## src/rtl/xbar_ingress_queue.sv

```systemverilog
// xbar_ingress_queue: per-input-port store-and-forward packet buffer for the
// 4x4 crossbar. Buffers whole packets, raises a one-hot request toward the
// head packet's destination arbiter, and streams the packet once granted.
// After each packet, grants are masked for HOLDOFF cycles to cover the
// arbiter's registered grant latency.
// Optional feature macro: XBAR_IQ_STATS_EN (enables the pkt_sent counter).
module xbar_ingress_queue #(
  parameter int DATA_W  = 32,
  parameter int DEPTH   = 16,
  parameter int HOLDOFF = 3
) (
  input  logic              clock,
  input  logic              reset_n,
  input  logic              in_valid,
  output logic              in_ready,
  input  logic [DATA_W-1:0] in_data,
  input  logic              in_sop,
  input  logic              in_eop,
  input  logic [1:0]        in_dest,
  output logic [3:0]        request,
  input  logic [3:0]        grant,
  output logic              out_valid,
  output logic [DATA_W-1:0] out_data,
  output logic              out_sop,
  output logic              out_eop,
  output logic [1:0]        out_dest,
  output logic [15:0]       pkt_sent
);

  localparam int AW = $clog2(DEPTH);
  localparam int HW = $clog2(HOLDOFF + 1);
  localparam int EW = DATA_W + 4;
  localparam logic [AW:0]   LP_DEPTH     = (AW + 1)'(DEPTH);
  localparam logic [HW-1:0] LP_HOLD_LAST = HW'(HOLDOFF - 1);

  typedef enum logic [1:0] {
    ST_IDLE = 2'd0,
    ST_REQ  = 2'd1,
    ST_XFER = 2'd2,
    ST_HOLD = 2'd3
  } state_t;

  // One-hot decode of a destination port index.
  function automatic logic [3:0] f_onehot(input logic [1:0] dest);
    logic [3:0] v;
    v = 4'b0001 << dest;
    return v;
  endfunction

  // Storage and pointers. Entry layout: {dest[1:0], sop, eop, data}.
  logic [EW-1:0]     r_mem [DEPTH];
  logic [AW-1:0]     r_wr_ptr;
  logic [AW-1:0]     r_rd_ptr;
  logic [AW:0]       r_count;
  logic [AW:0]       r_pkt_cnt;
  logic [1:0]        r_cur_dest;

  // Control.
  state_t            r_state;
  state_t            w_state_nxt;
  logic [HW-1:0]     r_hold_cnt;
  logic [HW-1:0]     w_hold_nxt;
  logic [3:0]        r_request;
  logic [3:0]        w_req_nxt;

  // Output word registers.
  logic              r_out_valid;
  logic [DATA_W-1:0] r_out_data;
  logic              r_out_sop;
  logic              r_out_eop;
  logic [1:0]        r_out_dest;

  logic              w_push;
  logic              w_pop;
  logic [EW-1:0]     w_head;
  logic [1:0]        w_head_dest;
  logic              w_head_sop;
  logic              w_head_eop;
  logic [1:0]        w_wr_dest;
  logic              w_pkt_inc;
  logic              w_pkt_dec;

  assign in_ready    = (r_count < LP_DEPTH);
  assign w_push      = in_valid && in_ready;
  assign w_head      = r_mem[r_rd_ptr];
  assign w_head_dest = w_head[DATA_W+3:DATA_W+2];
  assign w_head_sop  = w_head[DATA_W+1];
  assign w_head_eop  = w_head[DATA_W];
  // The sop word carries its own dest; later words reuse the latched one.
  assign w_wr_dest   = in_sop ? in_dest : r_cur_dest;
  assign w_pkt_inc   = w_push && in_eop;
  assign w_pkt_dec   = w_pop && w_head_eop;

  assign request   = r_request;
  assign out_valid = r_out_valid;
  assign out_data  = r_out_data;
  assign out_sop   = r_out_sop;
  assign out_eop   = r_out_eop;
  assign out_dest  = r_out_dest;

  // Write the incoming word into the buffer memory (no reset needed on data).
  always_ff @(posedge clock) begin
    if (w_push) begin
      r_mem[r_wr_ptr] <= {w_wr_dest, in_sop, in_eop, in_data};
    end
  end

  // Pointers, occupancy, latched packet destination.
  always_ff @(posedge clock or negedge reset_n) begin
    if (!reset_n) begin
      r_wr_ptr   <= '0;
      r_rd_ptr   <= '0;
      r_count    <= '0;
      r_cur_dest <= 2'd0;
    end else begin
      if (w_push) begin
        r_wr_ptr <= r_wr_ptr + AW'(1);
      end
      if (w_pop) begin
        r_rd_ptr <= r_rd_ptr + AW'(1);
      end
      if (w_push && in_sop) begin
        r_cur_dest <= in_dest;
      end
      case ({w_push, w_pop})
        2'b10:   r_count <= r_count + (AW + 1)'(1);
        2'b01:   r_count <= r_count - (AW + 1)'(1);
        default: r_count <= r_count;
      endcase
    end
  end

  // Count of complete packets held in the buffer.
  always_ff @(posedge clock or negedge reset_n) begin
    if (!reset_n) begin
      r_pkt_cnt <= '0;
    end else begin
      case ({w_pkt_inc, w_pkt_dec})
        2'b10:   r_pkt_cnt <= r_pkt_cnt + (AW + 1)'(1);
        2'b01:   r_pkt_cnt <= r_pkt_cnt - (AW + 1)'(1);
        default: r_pkt_cnt <= r_pkt_cnt;
      endcase
    end
  end

  // Next-state, pop decision, request and hold-off counter.
  always_comb begin
    w_state_nxt = r_state;
    w_req_nxt   = r_request;
    w_hold_nxt  = r_hold_cnt;
    w_pop       = 1'b0;
    case (r_state)
      ST_IDLE: begin
        w_req_nxt = 4'b0000;
        if (r_pkt_cnt != '0) begin
          w_state_nxt = ST_REQ;
          w_req_nxt   = f_onehot(w_head_dest);
        end else begin
          w_state_nxt = ST_IDLE;
        end
      end
      ST_REQ: begin
        // Only the grant bit of the head packet's destination matters.
        if (grant[w_head_dest] && (r_count != '0)) begin
          w_pop = 1'b1;
          if (w_head_eop) begin
            w_state_nxt = ST_HOLD;
            w_req_nxt   = 4'b0000;
            w_hold_nxt  = '0;
          end else begin
            w_state_nxt = ST_XFER;
          end
        end else begin
          w_state_nxt = ST_REQ;
        end
      end
      ST_XFER: begin
        // Whole packet is resident, so one word per cycle is always available.
        if (r_count != '0) begin
          w_pop = 1'b1;
          if (w_head_eop) begin
            w_state_nxt = ST_HOLD;
            w_req_nxt   = 4'b0000;
            w_hold_nxt  = '0;
          end else begin
            w_state_nxt = ST_XFER;
          end
        end else begin
          w_state_nxt = ST_XFER;
        end
      end
      ST_HOLD: begin
        w_req_nxt = 4'b0000;
        if (r_hold_cnt == LP_HOLD_LAST) begin
          w_state_nxt = ST_IDLE;
          w_hold_nxt  = '0;
        end else begin
          w_hold_nxt = r_hold_cnt + HW'(1);
        end
      end
      default: begin
        w_state_nxt = ST_IDLE;
        w_req_nxt   = 4'b0000;
        w_hold_nxt  = '0;
      end
    endcase
  end

  // FSM state, request and hold-off counter registers.
  always_ff @(posedge clock or negedge reset_n) begin
    if (!reset_n) begin
      r_state    <= ST_IDLE;
      r_request  <= 4'b0000;
      r_hold_cnt <= '0;
    end else begin
      r_state    <= w_state_nxt;
      r_request  <= w_req_nxt;
      r_hold_cnt <= w_hold_nxt;
    end
  end

  // Output registers carry the popped entry for exactly one cycle.
  always_ff @(posedge clock or negedge reset_n) begin
    if (!reset_n) begin
      r_out_valid <= 1'b0;
      r_out_data  <= '0;
      r_out_sop   <= 1'b0;
      r_out_eop   <= 1'b0;
      r_out_dest  <= 2'd0;
    end else if (w_pop) begin
      r_out_valid <= 1'b1;
      r_out_data  <= w_head[DATA_W-1:0];
      r_out_sop   <= w_head_sop;
      r_out_eop   <= w_head_eop;
      r_out_dest  <= w_head_dest;
    end else begin
      r_out_valid <= 1'b0;
      r_out_data  <= '0;
      r_out_sop   <= 1'b0;
      r_out_eop   <= 1'b0;
      r_out_dest  <= 2'd0;
    end
  end

`ifdef XBAR_IQ_STATS_EN
  logic [15:0] r_pkt_sent;

  // Transmitted-packet counter, wraps naturally at 16 bits.
  always_ff @(posedge clock or negedge reset_n) begin
    if (!reset_n) begin
      r_pkt_sent <= 16'd0;
    end else if (w_pkt_dec) begin
      r_pkt_sent <= r_pkt_sent + 16'd1;
    end else begin
      r_pkt_sent <= r_pkt_sent;
    end
  end

  assign pkt_sent = r_pkt_sent;
`else
  assign pkt_sent = 16'd0;
`endif

endmodule

```

## config.mk

```make
export PLATFORM = sky130hd
export DESIGN_NAME = xbar_ingress_queue
export DESIGN_NICKNAME = d
export VERILOG_FILES = /design/src/rtl/xbar_ingress_queue.sv
export SDC_FILE = /design/constraint.sdc
export NUM_CORES = 1
export LEC_CHECK = 0
export ABC_CLOCK_PERIOD_IN_PS = 4200
export CAP_MARGIN = 20
export CELL_PAD_IN_SITES_DETAIL_PLACEMENT = 0
export CELL_PAD_IN_SITES_GLOBAL_PLACEMENT = 1
export CORE_MARGIN = 4
export CORE_UTILIZATION = 45
export DETAILED_ROUTE_END_ITERATION = 8
export GPL_TIMING_DRIVEN = 0
export PLACE_DENSITY_LB_ADDON = 0.1
export SYNTH_ARGS = -nofsm -noshare
export SYNTH_HDL_FRONTEND = slang
export SYNTH_SLANG_ARGS = --single-unit
```

## constraint.sdc

```tcl
create_clock -name clock -period 4.2 [get_ports clock]
set_input_delay 0.63 -clock clock [delete_from_list [all_inputs] [get_ports clock]]
set_output_delay 0.63 -clock clock [all_outputs]
set_load 0.02 [all_outputs]
```

# Word level (Yosys, flattened, before mapping)
# Memories as Yosys holds them, arrays and structs flattened.
# Index checks and enable logic that the tools add are counted.
dict set report totals {
  ff_bits 65
  n_memories 1
  inputBits 43
  word_cells 79
  out_inout_bits 58
  ramBits 576
}
# name words width rd rd_clocked_by_memory_dff wr line_no
set mem_list {}
lappend mem_list {r_mem 16 36 1 0 1 51} ;# logic [EW-1:0] r_mem [DEPTH];
dict set report op_classes {
  shift 1
  addsub 7
  n_eq_ne 11
  muxes 31
  magnitude_cmp 2
  n_reduce_logical 13
}
# operator n
set op_table {}
lappend op_table {{two-way mux 32 bit} 1}
lappend op_table {{case mux 5 bit (2 select lines)} 2}
lappend op_table {{two-way mux 2 bit} 9}
lappend op_table {{two-way mux 4 bit} 4}
lappend op_table {{case mux 4 bit (4 select lines)} 1}
lappend op_table {{adder 5 x 1 -> 5 bit, second input constant} 2}
lappend op_table {{equality test 2 bit, second input constant} 5}
lappend op_table {{two-way mux 1 bit} 10}
lappend op_table {{nonzero test 5 bit} 2}
lappend op_table {{subtractor 5 x 1 -> 5 bit, second input constant} 2}
lappend op_table {{adder 4 x 1 -> 4 bit, second input constant} 2}
lappend op_table {{case mux 2 bit (4 select lines)} 1}
lappend op_table {{equality test 2 x 1 -> 1 bit, second input constant} 3}
lappend op_table {{inequality test 2 bit, second input constant} 3}
lappend op_table {{case mux 2 bit (3 select lines)} 1}
lappend op_table {{logical AND 1 bit} 5}
lappend op_table {{< comparator 5 bit, second input constant} 1}
lappend op_table {{nonzero test 2 bit} 2}
lappend op_table {{left shift 1 x 2 -> 4 bit, first input constant} 1}
lappend op_table {{< comparator 2 x 3 -> 1 bit, second input constant} 1}
lappend op_table {{AND reduction 3 bit} 1}
lappend op_table {{nonzero test 3 bit} 1}
lappend op_table {{adder 2 x 1 -> 2 bit, second input constant} 1}
lappend op_table {{binary-select mux 1 bit (select 2 bit)} 1}
lappend op_table {{3 further kinds} 3}

# Logic depth before layout (Yosys ltp)
# Gate-level depths: netlist of run 1.
# An unclocked memory read counts as a cell.
dict set report depth {
  depth_word 9
  depth_mapped 19
  mapped_depth_nobuf 17
}

# Worst setup path after synthesis of run 1
# Ideal clock, no wire load.
dict set report synth_path {
  path_type {input-to-reg}
  startpoint {in in_valid}
  endpoint {mem r_mem[3][0] (netlist bit) (enable)}
  path_stages 4
  required_time_ps 3726
  setup_slack_ps -4
  arrival_time_ps 3730
  path_cell_list {nor2b_1 buf_1 nand2_1 nor3_1}
}
dict set report synth_via {
  elab_chain_len 3
}
# element line_no
set synth_lines {}
lappend synth_lines {{from (decl)} 14} ;# input logic in_valid,
lappend synth_lines {{logical AND 1 bit} 84} ;# assign w_push = in_valid && in_ready;
lappend synth_lines {{two-way mux 1 bit} 103} ;# if (w_push) begin
lappend synth_lines {{two-way mux 1 bit (not written as such)} 104} ;# r_mem[r_wr_ptr] <= {w_wr_dest, in_sop, in_eop, in_data};
lappend synth_lines {{to (decl)} 51}
# Every way passes these cells.

# Final worst setup path of run 1
dict set report layout_path {
  startpoint {reg r_rd_ptr[1]}
  endpoint {reg r_count[4]}
}
dict set report layout_via {
  elab_chain_len 8
}
# element line_no
set layout_lines {}
lappend layout_lines {{from (decl)} 53} ;# logic [AW-1:0] r_rd_ptr;
lappend layout_lines {{from (signal assigned)} 120} ;# r_rd_ptr <= r_rd_ptr + AW'(1);
lappend layout_lines {{memory (16 x 36 bit) *} -}
lappend layout_lines {{binary-select mux 1 bit (select 2 bit) *} 164} ;# if (grant[w_head_dest] && (r_count != '0)) begin
lappend layout_lines {{two-way mux 1 bit (not written as such) *} 164}
lappend layout_lines {{logical AND 1 bit *} 164}
lappend layout_lines {{two-way mux 1 bit *} 164}
lappend layout_lines {{case mux 1 bit (2 select lines) *} 152} ;# case (r_state)
lappend layout_lines {{via w_pop} 74} ;# logic w_pop;
lappend layout_lines {{equality test 2 x 1 -> 1 bit or equality test 2 bit (tied branches)} 125} ;# case ({w_push, w_pop})
lappend layout_lines {{case mux 5 bit (2 select lines) or nonzero test 2 bit (tied branches)} -}
lappend layout_lines {{to (signal assigned)} 126} ;# 2'b10: r_count <= r_count + (AW + 1)'(1);
lappend layout_lines {{to (signal assigned)} 127} ;# 2'b01: r_count <= r_count - (AW + 1)'(1);
lappend layout_lines {{to (signal assigned)} 128} ;# default: r_count <= r_count;
lappend layout_lines {{to (decl)} 54} ;# logic [AW:0] r_count;
# Mark *: on every way through the listed nets, which the timed path passes. The rest lies on a longest branch. The select of a mux whose other input is x is not followed.
# A chain may end at the register's enable or synchronous reset.

==> flow_summary.json, run 1 <==
{
  "hold_slack_ns": 0.462,
  "cts_tree": "yes",
  "final_cells": 2088,
  "worstSetupEndpointType": "register",
  "grt_start_max_net_pins": 39,
  "grt_pass1_vias": 12111,
  "multi_input_area_sq_um": 5720,
  "synth_top_flop_cell": "edfxtp_1",
  "cp.arrival_ns": 4.38,
  "postSynthAreaPerCell_sq_um": 22.2,
  "max_slew_margin_pct": 29.9,
  "die_area_sq_um": 58900,
  "fp.dieW_um": 243,
  "viasPerCell": 5.59,
  "place_congestion": 0.733,
  "yosys.area.top_type": "edfxtp_1",
  "fin_util_pct": 55.0,
  "hpwl_um": 35700,
  "ys_types": 44,
  "grt-ovfl-total": 0,
  "clk_pin_slew_ns": 0.06,
  "hold_class": "register to register",
  "dr.pass1.iters": 5,
  "htreeDepth": 3,
  "wl_per_cell_um": 27.2,
  "drv_slew": 0,
  "clk-insertion-delay-late_ns": 0.59,
  "yosys.area.top_type_share_pct": 69.8,
  "status": "complete, no violations",
  "wl_um": 56800,
  "critPathLaunchType": "register",
  "ys_top_cells_by_area": "edfxtp_1 70%, mux4_2 16%, dfrtp_1 6.6%",
  "max_slew.worst_pin.slew_ns": 1.05,
  "power_density_nw_per_um2": 664,
  "drive_gt1_share_pct": 28.4,
  "netlist_area_sq_um": 24800,
  "grt_pass1_wl_um": 83500,
  "synth-edff-count": 576,
  "row_count": 85,
  "crit_fanout": 11,
  "pin_count": 101,
  "synth-async-reset-ratio_pct": 10.1,
  "clock_skew_ns": 0.0259,
  "critPathKind": "register to register",
  "tns_ns": 0,
  "final_nets": 1399,
  "cts_sinks": 641,
  "synthCells": 1116,
  "finalCritPeriodShare_pct": 93.4,
  "grtUsageTotal_pct": 19.5,
  "final-seq-area_sq_um": 18900,
  "p_total_uw": 19800,
  "dp_cells": 1950,
  "fp.dieH_um": 243,
  "crit_required_ns": 4.66,
  "synth_common_cells": "576 x edfxtp_1, 171 x mux4_2, 65 x dfrtp_1, 41 x and2_1, 31 x clkbuf_1",
  "yosysMostFrequentCell": "edfxtp_1",
  "cts_buffers": 68,
  "final-setup-viol-count": 0,
  "via_count": 11670,
  "core_sq_um": 54100,
  "drtAntennaViolNets": 0,
  "antenna_found_initial": 1,
  "dr.first_iter.drc_count": 880,
  "hold_viol_final": 0,
  "p_leak_uw": 0.00990,
  "period_needed_ns": 3.92,
  "max_freq_mhz": 255,
  "synth_seq_cells": 641,
  "area_growth_syn_to_layout_pct": 20.1,
  "yosys_warnings": 0,
  "rsz0062_at_grt": "no",
  "drc_errors": 0,
  "cts_root_buffer": "clkbuf_16",
  "nFillCells": 4088,
  "peakVddDrop_mv": 0.342,
  "clk_path_buf_depth": 3,
  "port_buffers": 84,
  "start_util_pct": 45.8,
  "ys_seq_area_share_pct": 76.3,
  "maxCapViolCount": 0
}
state kept, by name, summed over array words and instances (netlist names), named ones only:
signal and count:
r_pkt_cnt 5, r_mem 576, out_eop 1, out_sop 1, r_state 1, out_valid 1, out_data 32, r_wr_ptr 4
r_cur_dest 2, r_hold_cnt 2, r_count 5, request 4, out_dest 2, r_rd_ptr 4
critical path: stages (launching register included):
cell	delay, ns
dfrtp_2	0.41
mux4_1	0.64
o211ai_1	0.29
o211ai_4	0.18
mux2i_4	0.27
mux2i_4	0.13
a31oi_4	0.29
clkinv_4	0.12
buf_6	0.17
ha_1	0.24
inv_1	0.12
fa_1	0.22
inv_1	0.05
a21o_1	0.17
a21oi_1	0.17
xnor2_1	0.14
nor2_1	0.07
xnor2_1	0.13
through the flow:
| stage | instance area [sq um] | worst slack, ns |
|---|---|---|
| after floorplan | 24900 | 0.0327 |
| after global placement | 26600 | -4.43 |
| after detailed placement | 27400 | -0.582 |
| after CTS | 29600 | 0.00494 |
| after global routing | 29800 | 0.00498 |
| final | 29800 | 0.276 |
what timing repair did:
action / in CTS / in global routing
hold buffers: 1 / 0
hold endpoints to repair: 7 / 0
pin swaps: 0 / 3
setup buffers: 1 / 10
setup endpoints to repair: 7 / 4
gates resized for setup: 7 / 13
cloned: 0 / 1
power by group:
| group | leakage [uW] | internal, uW | switching, uW |
|---|---|---|---|
| Combinational | 0.00279 | 2990 | 3220 |
| Clock | 0.00107 | 3420 | 2370 |
| Sequential | 0.00604 | 7570 | 205 |
path summary, 6_finish.rpt:
check                        startpoint       endpoint  slack (ns)  depth (start not counted)
min reg2reg                r_pkt_cnt[4]   r_pkt_cnt[4]        0.46                          1
max reg2reg                 r_rd_ptr[1]     r_count[4]        0.28                         17
min                        r_pkt_cnt[4]   r_pkt_cnt[4]        0.46                          1
max                         r_rd_ptr[1]     r_count[4]        0.28                         17
min in group asynchronous       reset_n  r_cur_dest[0]        0.55                          2
max in group asynchronous       reset_n    r_rd_ptr[1]        3.05                          3
routing by layer:
metal	up-vias	track usage, %	routed length, um
met5	-	0	12
met1	6271	26.8	24200
met3	78	3.31	2600
li1	5034	-	-
met4	2	4.38	1070
met2	285	33.1	29000
cells by family (layout without fill, tap and decap cells):
family	Yosys count	in the layout	share of synthesized area [%]
AO/OA/AOI/OAI	47	47	1.33
XOR/XNOR	15	15	0.530
adder cells (fa/ha/maj)	17	17	0.888
buffers and inverters	82	341	1.66
flip-flops	641	641	76.3
multiplexers	193	193	16.8
other	1	18	0.0151
AND/OR/NAND/NOR	120	120	2.46
final cells by class:
class / instances / share of cell area (%)
Antenna cell: 2 / 0.0168
Clock inverter: 31 / 0.887
Inverter: 15 / 0.206
Timing Repair Buffer: 140 / 5.66
Multi-Input combinational cell: 408 / 19.2
Tap cell: 696 / 2.92
Sequential cell: 641 / 63.6
Buffer: 65 / 1.17
Clock buffer: 90 / 6.37
cell usage in the layout (no fill, tap or decap), types with 12 or more instances in the layout:
master,Yosys,routed
inv_1,13,13
nor2_4,0,12
dfrtp_1,65,64
ha_1,16,14
mux4_2,171,171
clkbuf_16,0,70
clkinv_2,0,14
edfxtp_1,576,576
o21ai_0,13,13
nor2_1,25,13
and2_1,41,40
clkbuf_1,31,42
buf_6,4,20
conb_1,1,16
buf_4,16,28
nand2_1,24,23
clkdlybuf4s50_1,0,83
(Power assumes the default switching activity.)
==> run 2: changes to the inputs <==
--- a/config.mk
+++ b/config.mk
@@ -13,7 +13,7 @@
 export CORE_UTILIZATION = 45
 export DETAILED_ROUTE_END_ITERATION = 8
 export GPL_TIMING_DRIVEN = 0
-export PLACE_DENSITY_LB_ADDON = 0.1
+export PLACE_DENSITY = 0.75
 export SYNTH_ARGS = -nofsm -noshare
 export SYNTH_HDL_FRONTEND = slang
 export SYNTH_SLANG_ARGS = --single-unit
==> run 2 against run 1 <==
  * Global-route usage down 1.0 points
  * Power down 0.41%
  * Routed wire length shrank 5.0%
  * Clock skew shrank 0.00093 ns
  * Highest routed layer unchanged
  * Sequential share of layout area up 0.063 points
  * Cell count fell by 0.57%
  * Critical path type unchanged
  * Setup slack got worse by 0.077 ns
  * Fmax shrank 1.9%
==> flow_summary.json, run 2 (same netlist as run 1, synthesis figures left out) <==
{
  "status": "complete, no violations",
  "crit_fanout": 10,
  "drive_gt1_share_pct": 28.6,
  "dr.pass1.iters": 5,
  "cts_tree": "yes",
  "maxCapViolCount": 0,
  "peakVddDrop_mv": 0.366,
  "largest_register": "r_mem",
  "clk-insertion-delay-late_ns": 0.63,
  "port_buffers": 84,
  "rsz0062_at_grt": "no",
  "core_sq_um": 54100,
  "p_total_uw": 19700,
  "die_area_sq_um": 58900,
  "mostFrequentLayoutCells": "576 x edfxtp_1, 171 x mux4_2, 83 x clkdlybuf4s50_1, 65 x dfrtp_1, 61 x clkbuf_16",
  "worstSetupEndpointType": "register",
  "cts_sinks": 641,
  "drv_slew": 0,
  "start_util_pct": 45.8,
  "cp.arrival_ns": 4.49,
  "fp.dieH_um": 243,
  "worstHoldStart": "r_pkt_cnt[4]",
  "grt_pass1_wl_um": 81100,
  "grt_start_max_net_pins": 41,
  "crit_required_ns": 4.69,
  "finalCritPeriodShare_pct": 95.2,
  "clk_path_buf_depth": 3,
  "fp.dieW_um": 243,
  "hpwl_um": 34600,
  "dp_slack_ns": -0.566,
  "grt-ovfl-total": 0,
  "period_needed_ns": 4.00,
  "final_common_cell": "edfxtp_1",
  "p_leak_uw": 0.00989,
  "wl_um": 54000,
  "cts_root_buffer": "clkbuf_16",
  "dr.first_iter.drc_count": 1123,
  "place_congestion": 0.754,
  "viasPerCell": 5.69,
  "fin_ws_ns": 0.200,
  "power_density_nw_per_um2": 662,
  "drtAntennaViolNets": 0,
  "final-setup-viol-count": 0,
  "reg2reg_from": "r_rd_ptr[1]",
  "final_cells": 2076,
  "antenna_found_initial": 2,
  "critPathKind": "register to register",
  "area_growth_syn_to_layout_pct": 19.9,
  "hold_viol_final": 0,
  "critPathLaunchType": "register",
  "hold_class": "register to register",
  "cts_buffers": 61,
  "clock_skew_ns": 0.0250,
  "row_count": 85,
  "max_slew_margin_pct": 30.1,
  "largest_reg_flops": 576,
  "final_nets": 1388,
  "whs_path_depth": 1,
  "max_slew.worst_pin.slew_ns": 1.04,
  "wl_per_cell_um": 26.0,
  "grt_pass1_vias": 12252,
  "drc_errors": 0,
  "grtUsageTotal_pct": 18.5,
  "crit_start": "r_rd_ptr[1]",
  "via_count": 11821,
  "max_freq_mhz": 250,
  "pin_count": 101,
  "htreeDepth": 2,
  "worst-r2r-cell-count": 15,
  "dp_cells": 1949,
  "clk_pin_slew_ns": 0.06
}
==> run 2: cell types whose count changed in the layout (fill, tap and decap cells not counted), sizes merged <==
cell / change
clkbuf: -17
bufinv: +8
buf: -4
clkinv: -2
inv: +2
clkinvlp: +1
==> run 2: final timing paths <==
| check | to | slack (ns) |
|---|---|---|
| max | r_pkt_cnt[4] | 0.20 |
| min in group asynchronous | r_count[2] | 0.51 |
| min reg2reg | r_pkt_cnt[4] | 0.49 |
| max in group asynchronous | out_data[17] | 3.13 |
| max reg2reg | r_pkt_cnt[4] | 0.20 |
| min | r_pkt_cnt[4] | 0.49 |
==> run 2: report_power, final <==
group          switching (uW)  internal [uW]
Clock                    2360           3520
Combinational            3130           2930
Sequential                205           7560
==> run 2: final cells by class <==
class                      instances  area, sq um
antenna                            2         5.00
buffer                            65          349
clock buffer                      73         1630
clock inverter                    40          551
fill                            3950        24400
inverter                          15         61.3
multi-input combinational        408         5680
sequential                       641        18900
tap                              696          871
timing repair buffer             136         1670
==> run 2: stage by stage <==
stage               hold slack (ns)   TNS, ns  util [%]  cell area [sq um]
finish                        0.486         0      54.9              29700
global route                  0.519         0      54.9              29700
CTS                           0.490         0      54.7              29600
detailed placement            0.476     -1.30      50.6              27400
global placement              0.459  -1211.51      49.1              26600
floorplan                     0.334         0         -              24900
==> run 2: worst max-delay path: stages (launching register included) <==
cell      delay (ns)
dfrtp_1         0.41
buf_6           0.17
buf_4           0.14
clkbuf_1        0.67
mux4_2          0.42
mux4_2          0.55
and2_2          0.26
ha_4            0.20
xor2_1          0.15
ha_2            0.20
a21o_1          0.18
nand2_1         0.06
a21oi_1         0.07
a221oi_2        0.19
nor2_1          0.07
xor2_1          0.14
==> run 2: per-layer routing <==
metal | track usage (%) | wire (um) | vias to the layer above
li1 | - | - | 5008
met1 | 26.2 | 22500 | 6302
met2 | 30.3 | 27000 | 421
met3 | 2.74 | 3300 | 88
met4 | 5.36 | 1150 | 2
met5 | 0 | 13 | -
==> run 2: what timing repair did <==
item / CTS / global route
hold buffers: 1 / 0
setup endpoints to repair: 6 / 3
buffers inserted: 2 / 6
hold endpoints to repair: 25 / 0
pin swaps: 1 / 2
resized for setup: 6 / 10
